--- src/rtl/fifo_read_master.sv ---
// fifo_read_master: turns FIFO status/handshake flags into single-cycle read requests and delivers captured words downstream
module fifo_read_master #(
    parameter int DATA_WIDTH = 32,
    parameter int RD_TIMEOUT = 4
) (
    input  logic                  clk,
    input  logic                  reset,
    input  logic                  enable,
    input  logic                  clr_stat,
    input  logic                  empty,
    input  logic                  rd_ack,
    input  logic                  rd_err,
    input  logic [DATA_WIDTH-1:0] rd_data,
    output logic                  rd_en,
    output logic                  out_valid,
    output logic [DATA_WIDTH-1:0] out_data,
    input  logic                  out_ready,
    output logic [15:0]           rd_count,
    output logic [7:0]            err_count,
    output logic                  timeout
);
    localparam int CW = $clog2(RD_TIMEOUT + 1);

    typedef enum logic [1:0] {S_IDLE, S_REQ, S_WAIT} state_t;

    state_t        state;
    logic [CW-1:0] cnt;

    // Request FSM, output capture register and statistics; clr_stat is applied last so it wins
    always_ff @(posedge clk or posedge reset) begin
        if (reset) begin
            state     <= S_IDLE;
            cnt       <= '0;
            rd_en     <= 1'b0;
            out_valid <= 1'b0;
            out_data  <= '0;
            rd_count  <= '0;
            err_count <= '0;
            timeout   <= 1'b0;
        end else begin
            rd_en <= 1'b0;
            if (out_valid && out_ready) begin
                out_valid <= 1'b0;
                rd_count  <= rd_count + 16'd1;
            end
            case (state)
                S_IDLE: if (enable && !empty && (!out_valid || out_ready)) begin
                    state <= S_REQ;
                    rd_en <= 1'b1;
                end
                S_REQ: begin
                    state <= S_WAIT;
                    cnt   <= CW'(1);
                end
                S_WAIT: if (rd_err) begin
                    err_count <= (err_count == 8'hFF) ? err_count : err_count + 8'd1;
                    state     <= S_IDLE;
                end else if (rd_ack) begin
                    out_data  <= rd_data;
                    out_valid <= 1'b1;
                    state     <= S_IDLE;
                end else if (cnt == CW'(RD_TIMEOUT)) begin
                    timeout <= 1'b1;
                    state   <= S_IDLE;
                end else begin
                    cnt <= cnt + CW'(1);
                end
                default: state <= S_IDLE;
            endcase
            if (clr_stat) begin
                rd_count  <= '0;
                err_count <= '0;
                timeout   <= 1'b0;
            end
        end
    end
endmodule

--- config.mk ---
export PLATFORM = sky130hd
export DESIGN_NAME = fifo_read_master
export DESIGN_NICKNAME = d
export VERILOG_FILES = /design/src/rtl/fifo_read_master.sv
export SDC_FILE = /design/constraint.sdc
export NUM_CORES = 1
export LEC_CHECK = 0
export BUFFER_PORTS_ARGS = -buffer_cell sky130_fd_sc_hd__buf_2
export CORE_UTILIZATION = 44
export CTS_CLUSTER_SIZE = 40
export DETAILED_ROUTE_END_ITERATION = 6
export PLACE_DENSITY = 0.8
export SYNTH_ARGS = -nofsm -noshare
export SYNTH_HDL_FRONTEND = slang
export SYNTH_SLANG_ARGS = --single-unit
--- constraint.sdc ---
create_clock -name clk -period 4.9 [get_ports clk]
set_input_delay 1.225 -clock clk [delete_from_list [all_inputs] [get_ports clk]]
set_output_delay 1.225 -clock clk [all_outputs]
set_load 0.005 [all_outputs]
== Yosys cells after proc, flatten, opt, wreduce, memory -nomap -nowiden ==
Cells that the tools add are included.
Storage, ports and cells
  register bits after elaboration: 64
  output and inout port bits: 59
  word-level logic and storage cells: 67
Cells by class
  $add $sub $neg: 3
  eq/ne operators: 12
  multiplexer cells: 26
  bitwise gates (word level): 1
  reductions and logical operators: 17
Operator list (number)
  $mux 16: 2
  $mux 8: 4
  $add 16x1->16 const B: 1
  $ne 2x2->1 const B: 7
  $mux 1: 11
  $reduce_bool 2->1: 5
  $mux 3: 3
  $add 8x1->8 const B: 1
  $eq 8x8->1 const B: 1
  $mux 2: 4
  $reduce_and 4->1: 2
  $pmux 2 s3: 1
  $pmux 3 s2: 1
  $reduce_and 3->1: 2
  $ne 4x4->1 const B: 1
  $add 3x1->3 const B: 1
  $eq 3x3->1 const B: 1
  $logic_and 1x1->1: 3
  $eq 2x1->1 const B: 1
  $eq 2x2->1 const B: 1
  $logic_not 1->1: 2
  $logic_not 2->1: 1
  $reduce_and 2->1: 1
  $logic_or 1x1->1: 1
  $not 1->1: 1

== Depth between registers and ports, before layout ==
  depth after elaboration: 6
  mapped depth: 5
  mapped depth without buffers: 5

== Worst setup path before layout ==
OpenSTA, ideal clock, no wires.
  path type: input -> register
  start point: input rd_ack
  end point: register out_data[10]
  data arrival time: 2128 ps
  data required time: 4775 ps
  slack: 2647 ps
  stages on the path: 4
  path buffers: 2
  cell sequence: nor4bb_1 buf_2 buf_4 mux2_2
Between the ends
  cells in the longest elaborated chain, start to end: 1
RTL lines
  start, declared: RTL line 11  | input logic rd_ack,
  $reduce_and 3->1 (no source line)
  end signal, assigned: RTL line 59  | out_data <= rd_data;
  end, declared: RTL line 16  | output logic [DATA_WIDTH-1:0] out_data,
Every way passes these cells.
A chain may end at the register's enable or synchronous reset.

== Worst setup path after layout ==
  start point: register out_valid
  end point: output out_valid
RTL lines
  start, declared: RTL line 15  | output logic out_valid,
  start signal, assigned: RTL line 35  | out_valid <= 1'b0;
  start signal, assigned: RTL line 43  | out_valid <= 1'b0;
  start signal, assigned: RTL line 60  | out_valid <= 1'b1;
No word-level cell between the ends.

==> flow_metrics.env <==
export IMPL_power_leakage_nw=1.85
export IMPL_path_clk_slew_ns=0.08
export IMPL_p_total_mw=1.44
export IMPL_wirelength_um=6000
export IMPL_p_int_mw=1.05
export IMPL_period_needed_ns=2.28
export IMPL_crit_family="flip-flops"
export IMPL_whs_path_depth=1
export IMPL_fin_crit_sh=0.465
export IMPL_die_height_um=82.5
export IMPL_initial_core_util=0.468
export IMPL_rsz0062_at_grt="no"
export IMPL_pwr_share_comb=0.203
export IMPL_maxCapViolations=0
export IMPL_core_mm2=0.00610
export IMPL_rr_worst_depth=3
export IMPL_rr_endpoint="out_data[1]"
export IMPL_arrival_ns=1.05
export IMPL_relSlewSlack=0.598
export IMPL_place_gp_congestion=0.730
export IMPL_holdBufCountCts=0
export IMPL_final_common_cell="buf_2"
export IMPL_start_kind="flip-flop"
export IMPL_path_class="reg -> out"
export IMPL_ys_seq_elements=64
export IMPL_synth_avg_cell_area_um2=12.7
export IMPL_clk_path_buf_depth=2
export IMPL_num_rows=28
export IMPL_power_per_cell_area_mw_per_mm2=398
export IMPL_p_sw_frac=0.269
export IMPL_cts_buffers=9
export IMPL_seqPwrFrac=0.493
export IMPL_wl_met1_um=2680
export IMPL_synth_edff_count=0
export IMPL_antenna_found_initial=0
export IMPL_synthArstFlopShare=1.00
export IMPL_clock_skew_ns=0.00856
export IMPL_crit_start="out_valid"
export IMPL_synthDistinctLibCells=43
export IMPL_cpMaxStageDelayCell="dfrtp_1"
export IMPL_route_detailed_drc=0
export IMPL_final_cell_mix="98 x buf_2, 64 x dfrtp_1, 32 x mux2_2"
export IMPL_yosysSeqAreaShare=0.561
export IMPL_cts_sinks=64
export IMPL_clk_latency_ns=0.32
export IMPL_status="completed"
export IMPL_wl_met2_um=2860
export IMPL_grt_pass1_vias=2107
export IMPL_ant_nets=0
export IMPL_top_layer_used="met4"
export IMPL_synth_flop_cell="dfrtp_1"
export IMPL_slew_violations=0
export IMPL_grt_use_total=0.189
export IMPL_dieArea_mm2=0.00681
export IMPL_tritoncts="built"
export IMPL_drt_iter0_drc=52
export IMPL_worstMarginPinSlew_ns=0.602
export IMPL_portBuffers=98
export IMPL_io_pins=99
export IMPL_tns_ns=0
export IMPL_drive_gt1_frac=0.505
export IMPL_num_antenna_cells=0
export IMPL_final_setup_viol_count=0
export IMPL_grt_pass1_wl_um=9630
export IMPL_r2r_setup_slack_ns=3.22
export IMPL_cts_htree_levels=3
export IMPL_wl_met3_um=425
export IMPL_fmax_ghz=0.439
export IMPL_overflow=0
export IMPL_die_w_um=82.5
export IMPL_crit_path_end="out_valid"
export IMPL_min_path_type="reg -> reg"
export IMPL_p_sw_mw=0.386
export IMPL_path_max_fanout=9
export IMPL_wl_per_cell_um=14.7
export IMPL_dr_pass1_iters=6
export IMPL_nets=372
export IMPL_synth_nets=269
export IMPL_via_per_inst=5.17
export IMPL_critPathCaptureType="output port"
export IMPL_hpwl_um=4280
export IMPL_cts_resized=0
export IMPL_r2r_start="state[0]"
export IMPL_crit_buf_inv=1
export IMPL_finalHoldViolCount=0
export IMPL_min_from="out_data[17]"
export IMPL_cp_data_required_time_ns=3.67
export IMPL_slowest_delay_ns=0.55
export IMPL_crit_cells=1
export IMPL_yosysWarningCount=0
export IMPL_grt_max_degree=36
export IMPL_vdd_drop_max_uv=239
export IMPL_postCtsSetupBuffers=0
export IMPL_cts_root_buf="clkbuf_8"
export IMPL_vias=2111
export IMPL_cp_cell_sequence="buf_2"
export IMPL_synthCells=225
export IMPL_syn2layout_area_growth_pct=26.6
export IMPL_p_clk_frac=0.304
export IMPL_syn_cell_area_mm2=0.00285
## flip-flops by register name (all words and copies together), names as in the netlist
name       count
err_count      8
out_data      32
cnt            3
timeout        1
rd_en          1
rd_count      16
state          2
out_valid      1
## layer usage
| metal | track usage | vias to the layer above |
|---|---|---|
| met5 | 0 | - |
| met4 | 0.0672 | 0 |
| met3 | 0.0571 | 2 |
| met2 | 0.304 | 77 |
| met1 | 0.242 | 1028 |
| li1 | - | 1004 |
## power by group through the flow
stage                     logic (mW)  registers [mW]  clock network [mW]
after floorplan                0.132           0.720                   0
after global placement         0.283           0.710                   0
after detailed placement       0.297           0.716                   0
after CTS                      0.296           0.710               0.445
after global routing           0.322           0.725               0.462
final                          0.291           0.709               0.437
## cell usage after synthesis (4+ instances only)
master	n	area, µm²
dfrtp_1	64	1600
mux2_2	32	360
nor2_1	23	86.3
inv_1	8	30.0
nand2_1	8	30.0
xnor2_1	8	70.1
xor2_1	8	70.1
a21oi_1	6	30.0
nand3_1	5	25.0
ha_1	4	50.1
mux2i_1	4	40.0
nand4_1	4	25.0
nor3_1	4	20.0
nor4_2	4	50.1
## final cells by class
type                    instances  area, µm²
fillers                       551       2480
flip-flops and latches         64       1600
multi-input cells             145       1190
repair buffers                100        505
clock buffers                  10        128
well taps                      75       93.8
clock inverters                 6       60.1
inverters                       8       30.0
## worst min-delay path by stage
stage / to
5_1_grt: out_data[17]
3_3_place_gp: out_data[9]
4_1_cts: out_data[17]
2_1_floorplan: cnt[0]
3_5_place_dp: out_data[20]
6_report: out_data[17]
## logic make-up (layout without fill, tap and decap cells)
| family | count (synthesis) | in the layout | share of synthesized area |
|---|---|---|---|
| multiplexers | 37 | 37 | 0.146 |
| adder cells (fa/ha/maj) | 4 | 4 | 0.0175 |
| AO/OA/AOI/OAI | 18 | 18 | 0.0403 |
| buffers and inverters | 16 | 124 | 0.0259 |
| AND/OR/NAND/NOR | 70 | 70 | 0.160 |
| XOR/XNOR | 16 | 16 | 0.0491 |
| flip-flops | 64 | 64 | 0.561 |
## through the flow
step | hold WS, ns | utilization | std cells | setup slack, ns | area, µm²
after floorplan | 0.474 | - | 225 | 2.08 | 2850
after global placement | 0.485 | 0.562 | 392 | 2.38 | 3420
after detailed placement | 0.491 | 0.562 | 392 | 2.35 | 3420
after CTS | 0.510 | 0.593 | 408 | 2.61 | 3610
after global routing | 0.520 | 0.593 | 408 | 2.52 | 3610
final | 0.504 | 0.593 | 408 | 2.62 | 3610
Power figures use the tool's default switching activity.
